$ cat src/rtl/pipe_ctrl_pkg.sv
// Shared types and constants for the pipeline stall/flush controller.
package pipe_ctrl_pkg;

  typedef enum logic [1:0] {
    RUN      = 2'd0,
    MEM_WAIT = 2'd1,
    ERR      = 2'd2
  } state_t;

  localparam logic [4:0] REG_ZERO = 5'd0;

  // Bundle of every control line driven into the pipeline registers.
  typedef struct packed {
    logic pcEn;
    logic ifIdEn;
    logic idExEn;
    logic exMemEn;
    logic memWbEn;
    logic ifIdFlush;
    logic idExFlush;
    logic memWbBubble;
  } ctrl_t;

  // Canonical control patterns, MSB first in the field order above.
  localparam ctrl_t CTRL_RESET    = ctrl_t'(8'b00000_111);
  localparam ctrl_t CTRL_ERR      = ctrl_t'(8'b00000_001);
  localparam ctrl_t CTRL_MEMSTALL = ctrl_t'(8'b00001_001);
  localparam ctrl_t CTRL_BRANCH   = ctrl_t'(8'b11111_110);
  localparam ctrl_t CTRL_LOADUSE  = ctrl_t'(8'b00111_010);
  localparam ctrl_t CTRL_RUN      = ctrl_t'(8'b11111_000);

endpackage

$ cat src/rtl/load_use_detect.sv
// Load-use hazard comparator; also shared with the forwarding unit.
module load_use_detect
  import pipe_ctrl_pkg::*;
(
  input  logic [4:0] i_idRs,
  input  logic [4:0] i_idRt,
  input  logic       i_exMemRead,
  input  logic [4:0] i_exRt,
  output logic       o_hazard
);

  // Register $0 is hard-wired, so a load targeting it can never cause a hazard.
  // Both sources are compared even if the ID instruction does not read them.
  assign o_hazard = i_exMemRead && (i_exRt != REG_ZERO) &&
                    ((i_exRt == i_idRs) || (i_exRt == i_idRt));

endmodule

$ cat src/rtl/pipe_hazard_ctrl.sv
// Central stall/flush controller for the 5-stage pipeline: memory waits,
// load-use stalls, taken-branch squashes, memory timeout and stall counting.
module pipe_hazard_ctrl
  import pipe_ctrl_pkg::*;
#(
  parameter int MEM_TIMEOUT = 16,
  parameter int CNT_W       = 32
)
(
  input  logic             clk,
  input  logic             rst,
  input  logic [4:0]       id_rs,
  input  logic [4:0]       id_rt,
  input  logic             id_ex_mem_read,
  input  logic [4:0]       id_ex_rt,
  input  logic             ex_branch_taken,
  input  logic             dm_req,
  input  logic             dm_ready,
  output logic             pc_en,
  output logic             if_id_en,
  output logic             id_ex_en,
  output logic             ex_mem_en,
  output logic             mem_wb_en,
  output logic             if_id_flush,
  output logic             id_ex_flush,
  output logic             mem_wb_bubble,
  output logic             mem_err,
  output logic [CNT_W-1:0] stall_cnt
);

  localparam int                WAIT_W    = $clog2(MEM_TIMEOUT + 1);
  localparam logic [WAIT_W-1:0] WAIT_LAST = WAIT_W'(MEM_TIMEOUT - 1);
  localparam logic [CNT_W-1:0]  CNT_MAX   = '1;

  state_t            r_state;
  state_t            w_nextState;
  logic [WAIT_W-1:0] r_waitCnt;
  logic [WAIT_W-1:0] w_nextWaitCnt;
  logic              r_memErr;
  logic              w_nextMemErr;
  logic [CNT_W-1:0]  r_stallCnt;
  logic              w_loadUse;
  ctrl_t             w_pipeCtrl;
  ctrl_t             w_ctrl;

  load_use_detect u_loadUseDetect (
    .i_idRs      (id_rs),
    .i_idRt      (id_rt),
    .i_exMemRead (id_ex_mem_read),
    .i_exRt      (id_ex_rt),
    .o_hazard    (w_loadUse)
  );

  // Pipeline decision when memory is not holding things up: a taken branch
  // squashes the ID instruction, so it outranks a load-use hit.
  always_comb begin
    w_pipeCtrl = CTRL_RUN;
    if (ex_branch_taken) begin
      w_pipeCtrl = CTRL_BRANCH;
    end else if (w_loadUse) begin
      w_pipeCtrl = CTRL_LOADUSE;
    end
  end

  // Next-state and control outputs; a completing access in MEM_WAIT falls
  // through to the normal pipeline decision in the same cycle.
  always_comb begin
    w_nextState   = r_state;
    w_nextWaitCnt = r_waitCnt;
    w_nextMemErr  = r_memErr;
    w_ctrl        = CTRL_RUN;
    if (rst) begin
      w_ctrl = CTRL_RESET;
    end else begin
      case (r_state)
        RUN: begin
          if (dm_req && !dm_ready) begin
            w_ctrl        = CTRL_MEMSTALL;
            w_nextState   = MEM_WAIT;
            w_nextWaitCnt = WAIT_W'(1);
          end else begin
            w_ctrl = w_pipeCtrl;
          end
        end
        MEM_WAIT: begin
          if (dm_ready) begin
            w_ctrl        = w_pipeCtrl;
            w_nextState   = RUN;
            w_nextWaitCnt = '0;
          end else begin
            w_ctrl = CTRL_MEMSTALL;
            if (r_waitCnt == WAIT_LAST) begin
              w_nextState   = ERR;
              w_nextMemErr  = 1'b1;
              w_nextWaitCnt = '0;
            end else begin
              w_nextWaitCnt = r_waitCnt + 1'b1;
            end
          end
        end
        ERR: begin
          w_ctrl = CTRL_ERR;
        end
        default: begin
          w_nextState   = RUN;
          w_nextWaitCnt = '0;
        end
      endcase
    end
  end

  // State register.
  always_ff @(posedge clk or posedge rst) begin
    if (rst) begin
      r_state <= RUN;
    end else begin
      r_state <= w_nextState;
    end
  end

  // Wait counter, sticky error flag and saturating stall counter.
  always_ff @(posedge clk or posedge rst) begin
    if (rst) begin
      r_waitCnt  <= '0;
      r_memErr   <= 1'b0;
      r_stallCnt <= '0;
    end else begin
      r_waitCnt <= w_nextWaitCnt;
      r_memErr  <= w_nextMemErr;
      if (!w_ctrl.pcEn && (r_stallCnt != CNT_MAX)) begin
        r_stallCnt <= r_stallCnt + 1'b1;
      end
    end
  end

  assign pc_en         = w_ctrl.pcEn;
  assign if_id_en      = w_ctrl.ifIdEn;
  assign id_ex_en      = w_ctrl.idExEn;
  assign ex_mem_en     = w_ctrl.exMemEn;
  assign mem_wb_en     = w_ctrl.memWbEn;
  assign if_id_flush   = w_ctrl.ifIdFlush;
  assign id_ex_flush   = w_ctrl.idExFlush;
  assign mem_wb_bubble = w_ctrl.memWbBubble;
  assign mem_err       = r_memErr;
  assign stall_cnt     = r_stallCnt;

endmodule

$ cat config.mk
export PLATFORM = sky130hd
export DESIGN_NAME = pipe_hazard_ctrl
export DESIGN_NICKNAME = d
export VERILOG_FILES = /design/src/rtl/pipe_ctrl_pkg.sv /design/src/rtl/load_use_detect.sv /design/src/rtl/pipe_hazard_ctrl.sv
export SDC_FILE = /design/constraint.sdc
export NUM_CORES = 1
export LEC_CHECK = 0
export ABC_AREA = 1
export CAP_MARGIN = 20
export CORE_MARGIN = 10
export CORE_UTILIZATION = 45
export DETAILED_ROUTE_END_ITERATION = 16
export GPL_TIMING_DRIVEN = 0
export PLACE_DENSITY = 0.75
export SLEW_MARGIN = 20
export SYNTH_ARGS = -nofsm -noshare
export SYNTH_HDL_FRONTEND = slang
export SYNTH_SLANG_ARGS = --single-unit
$ cat constraint.sdc
create_clock -name clk -period 2.25 [get_ports clk]
set_input_delay 0.3375 -clock clk [delete_from_list [all_inputs] [get_ports clk]]
set_output_delay 0.3375 -clock clk [all_outputs]
set_load 0.02 [all_outputs]
# Word level (Yosys, flattened, before mapping)
# Index checks and enable logic that the tools add are counted.
# W data, S select, Z words.
[word_totals]
reg_bits = 40
inputBits = 21
[classes]
bitwise_logic = 3
add_sub_neg = 2
n_eq_ne = 8
muxes = 14
reduce_logical = 12
[op_table]
columns = ["op", "n"]
rows = [
  ["$mux W8", 5],
  ["$add A32 B1 Y32 const B", 1],
  ["$ne A32 B32 Y1 const B", 1],
  ["$pmux W8 S3", 1],
  ["$mux W5", 3],
  ["$pmux W5 S3", 1],
  ["$eq A5 B5 Y1", 2],
  ["$reduce_and A4 Y1", 2],
  ["$mux W2", 3],
  ["$pmux W2 S3", 1],
  ["$add A5 B1 Y5 const B", 1],
  ["$eq A5 B4 Y1 const B", 1],
  ["$reduce_bool A5 Y1", 1],
  ["$logic_and A1 B1 Y1", 4],
  ["$ne A3 B3 Y1 const B", 1],
  ["$not A1 Y1", 3],
  ["$reduce_and A3 Y1", 1],
  ["$eq A2 B1 Y1 const B", 1],
  ["$eq A2 B2 Y1 const B", 1],
  ["$logic_not A1 Y1", 2],
  ["$logic_not A2 Y1", 1],
  ["$ne A2 B2 Y1 const B", 1],
  ["$logic_or A1 B1 Y1", 1],
]

# Logic depth before layout (Yosys ltp)
[logic_depth]
depth_word = 10
ltp_mapped = 12
depth_no_buf = 11

# Cells and area by module
# Synthesis repeated with hierarchy kept, for this count alone.
[hier_totals]
hier_cells = 464
hier_area_um2 = 2872.8
[by_module_without_submodules]
columns = ["module", "seq_area_each_um2", "area_each_um2", "cells_per_inst", "instances"]
rows = [
  ["pipe_hazard_ctrl", 1001.0, 2677.6, 419, 1],
  ["load_use_detect", 0.0, 195.2, 45, 1],
]

# Least setup slack after synthesis
# No wires, ideal clock.
[synth_path]
path_type = "in2out"
from = "input rst"
to = "output pc_en"
t_arrival_ns = 2.630
path_stages = 7
t_required_ns = 1.913
slack_ns = -0.717
cell_sequence = "inv_1 > o21ai_1 > inv_1 > nand2_2 > buf_2 > inv_1 > buf_4"
[synth_via]
elab_chain_cells = 1
[synth_lines]
columns = ["element", "line_no", "rtl"]
rows = [
  ["start: declaration", "pipe_hazard_ctrl.sv:11", "input logic rst,"],
  ["$mux W8", "pipe_hazard_ctrl.sv:72", "if (rst) begin"],
  ["end: declaration", "pipe_hazard_ctrl.sv:19", "output logic pc_en,"],
]
# Every way passes these cells.

# Worst setup path in the final report
[layout_path]
from = "input dm_ready"
to = "output id_ex_en"
[layout_via]
elab_chain_cells = 5
word_cells_on_any_way = 6
cone_classes = "mux: 4; reduce/logical: 2"
[layout_lines]
columns = ["element", "line_no", "rtl"]
rows = [
  ["start: declaration", "pipe_hazard_ctrl.sv:18", "input logic dm_ready,"],
  ["$logic_not A1 Y1", "pipe_hazard_ctrl.sv:77", "if (dm_req && !dm_ready) begin"],
  ["$logic_and A1 B1 Y1", "pipe_hazard_ctrl.sv:77", ""],
  ["$mux W8", "pipe_hazard_ctrl.sv:77", ""],
  ["$pmux W8 S3 (*)", "pipe_hazard_ctrl.sv:75", "case (r_state)"],
  ["$mux W8 (*)", "pipe_hazard_ctrl.sv:72", ""],
  ["end: declaration", "pipe_hazard_ctrl.sv:21", "output logic id_ex_en,"],
]
# Every way passes the cells marked *; elsewhere a longest branch is shown, timed or not.

==> reports/metrics.yaml <==
status: "finished, final reports clean"
ys_ff_latch: 40
ant_nets: 0
rows: 29
leakage_nw: 1.90
antenna_found_initial: 0
drive_gt1_frac: 0.0817
slowest_stage: "clkdlybuf4s50_1"
critical_path.endpoint_type: "output port"
dp_hpwl_um: 6570
syn-num-nets: 477
rsz0062_at_grt: "no"
hp-class: "input pin to asynchronous set/reset pin"
clock_sinks: 40
die_w_um: 100
antenna_cells: 0
clkPwrFrac: 0.464
cpMostUsedCell: "nand2_1"
grt_max_degree: 22
place.gp.congestion: 0.928
slew_headroom: 0.640
crit_family: "buffers and inverters"
initial_utilization: 0.458
yosysWarnings: 0
max_stage_delay_ps: 420
io_pins: 62
cp-start-kind: "input pin"
cap_violations: 0
firstDrtPassIters: 4
comb_power_share: 0.062
grt_pass1_wl_um: 14200
worstPathCellList: "clkdlybuf4s50_1 > inv_1 > nand2_1 > nand2_1 > o21ai_2 > o21ai_4 > inv_2 > buf_4 > dlygate4sd2_1"
grt_pass1_vias: 2860
p_sw_w: 0.000319
fin_crit_ps: 2080
max_slew.worst_pin.slew_ps: 538
holdWs_ps: 163
drcViolationCount: 0
syn_to_final_growth_pct: 30.9
required_ps: 1910
vdd_ir_drop_max_mv: 0.300
drt-vias-per-instance: 5.00
grtUsageTotal: 0.174
synth_cell_types: 27
die-area_um2: 9990
path_max_fanout: 3
critPathBufInv: 5
tritoncts: "yes"
fmax_mhz: 481
p_seq_frac: 0.473
finalNetCount: 549
netlist_area_um2: 2880
num_vias: 3014
hold_viol: 0
cts_buffers: 5
fin_worst_skew_ps: 5.41
crit_type: "input pin to output port"
clk_pin_slew_ps: 80
cts-root-buf: "clkbuf_8"
grt-ovfl-total: 0
cts.path.max_buffers: 2
wl_per_cell_um: 14.0
worstPathArrival_ps: 1740
slew_violations: 0
setup_viol: 0
tns_ps: 0
drtIter0Drc: 143
syn_inst: 454
ctsHtreeMaxLevel: 2
yosysSeqAreaShare: 0.348
avgSynthCellArea_um2: 6.34
fin_crit_sh: 0.925
core_region_area_um2: 6280
wl_um: 8460
clock_latency_ps: 300
switching_share: 0.210
die_y_um: 100
intPower_w: 0.00120
io_buffers: 61
p_per_area_nw_per_um2: 403
## cells in the mapped netlist
| master | count | area (um^2) |
|---|---|---|
| a31oi_1 | 1 | 6.26 |
| nand4_4 | 1 | 21.3 |
| buf_4 | 2 | 15.0 |
| o21ai_0 | 7 | 35.0 |
| nor3_1 | 10 | 50.1 |
| inv_2 | 3 | 11.3 |
| nand3_1 | 48 | 240 |
| nor2_2 | 1 | 6.26 |
| nor3_2 | 2 | 20.0 |
| buf_6 | 3 | 33.8 |
| ha_1 | 2 | 25.0 |
| nand4_1 | 4 | 25.0 |
| xnor2_1 | 4 | 35.0 |
| nand2_4 | 1 | 11.3 |
| o21ai_1 | 2 | 10.0 |
| nor2_4 | 1 | 11.3 |
| nand2_1 | 192 | 721 |
| a21oi_1 | 4 | 20.0 |
| inv_1 | 50 | 188 |
| a21boi_0 | 1 | 7.51 |
| or2_2 | 1 | 6.26 |
| nand2_2 | 2 | 12.5 |
| buf_2 | 6 | 30.0 |
| nand3b_1 | 6 | 45.0 |
| nor2_1 | 47 | 176 |
| dfrtp_1 | 40 | 1000 |
| xor2_1 | 13 | 114 |
## layout by cell type, fill, tap and decap left out, types with 3 or more instances in the layout
cell type / count
xnor2_1: 4
inv_2: 4
inv_1: 48
nand3_1: 47
o21ai_0: 6
nor3_1: 10
clkdlybuf4s50_1: 48
nand2_1: 191
clkbuf_8: 5
buf_2: 5
nand3b_1: 6
dfrtp_1: 40
xor2_1: 13
a21oi_1: 4
nor2_1: 47
nand4_1: 4
dlygate4sd2_1: 7
buf_4: 6
dlymetal6s2s_1: 3
buf_6: 3
## layer usage
layer,global-route usage,share of wire
met3,0.0350,0.061
met5,0,0
met1,0.227,0.46
met2,0.282,0.46
met4,0.0543,0.015
## power groups by stage
stage | Sequential (W) | Combinational (W) | Clock [W]
after floorplan | 0.000733 | 0.0000410 | 0
after global placement | 0.000733 | 0.0000911 | 0
after detailed placement | 0.000733 | 0.0000936 | 0
after CTS | 0.000718 | 0.0000959 | 0.000707
after global routing | 0.000718 | 0.000106 | 0.000743
final | 0.000718 | 0.0000945 | 0.000705
## state kept, by name (all words and copies together), names as in the netlist
| name | cells |
|---|---|
| mem_err | 1 |
| r_state | 2 |
| r_waitCnt | 5 |
| stall_cnt | 32 |
## final cells by class
type,instances,area [um^2]
Fill cell,619,2510
Multi-Input combinational cell,350,1630
Sequential cell,40,1000
Timing Repair Buffer,64,626
Inverter,53,203
Tap cell,77,96.3
Buffer,10,73.8
Clock buffer,5,68.8
Clock inverter,2,60.1
Timing Repair inverter,2,12.5
## metrics by stage
step | setup WS (ps) | instances | cell area, um^2 | power [W] | util
finish | 169 | 603 | 3770 | 0.00152 | 0.600
global route | 56.6 | 603 | 3770 | 0.00157 | 0.600
CTS | -7.02 | 603 | 3760 | 0.00152 | 0.600
detailed placement | -1170 | 592 | 3610 | 0.000826 | 0.575
global placement | -1100 | 592 | 3610 | 0.000824 | 0.575
floorplan | 0.663 | 454 | 2900 | 0.000774 | -
## what timing repair did
item | CTS | global route
gates cloned | 2 | 0
gates resized for setup | 19 | 6
setup endpoints to repair | 45 | 5
pin swaps | 1 | 4
setup buffers | 2 | 1
hold buffers | 0 | 0
## cells by family after synthesis
| kind of cell | synth area share |
|---|---|
| buf+inv | 0.0965 |
| simple gates | 0.468 |
| compound gates | 0.0274 |
| xor+xnor | 0.0517 |
| flops | 0.348 |
| fa+ha+maj | 0.00869 |
## path summary, 6_finish.rpt
check | depth (start not counted) | from | end | slack (ps)
max | 9 | dm_ready | id_ex_en | 170
min | 2 | rst | stall_cnt[2]$_DFFE_PP0P_ | 160
max reg2reg | 7 | stall_cnt[0]$_DFFE_PP0P_ | stall_cnt[21]$_DFFE_PP0P_ | 270
min reg2reg | 2 | mem_err$_DFFE_PP0P_ | mem_err$_DFFE_PP0P_ | 470
max in group asynchronous | 2 | rst | stall_cnt[1]$_DFFE_PP0P_ | 1770
min in group clk | 2 | mem_err$_DFFE_PP0P_ | mem_err$_DFFE_PP0P_ | 470
(Power assumes the default switching activity.)
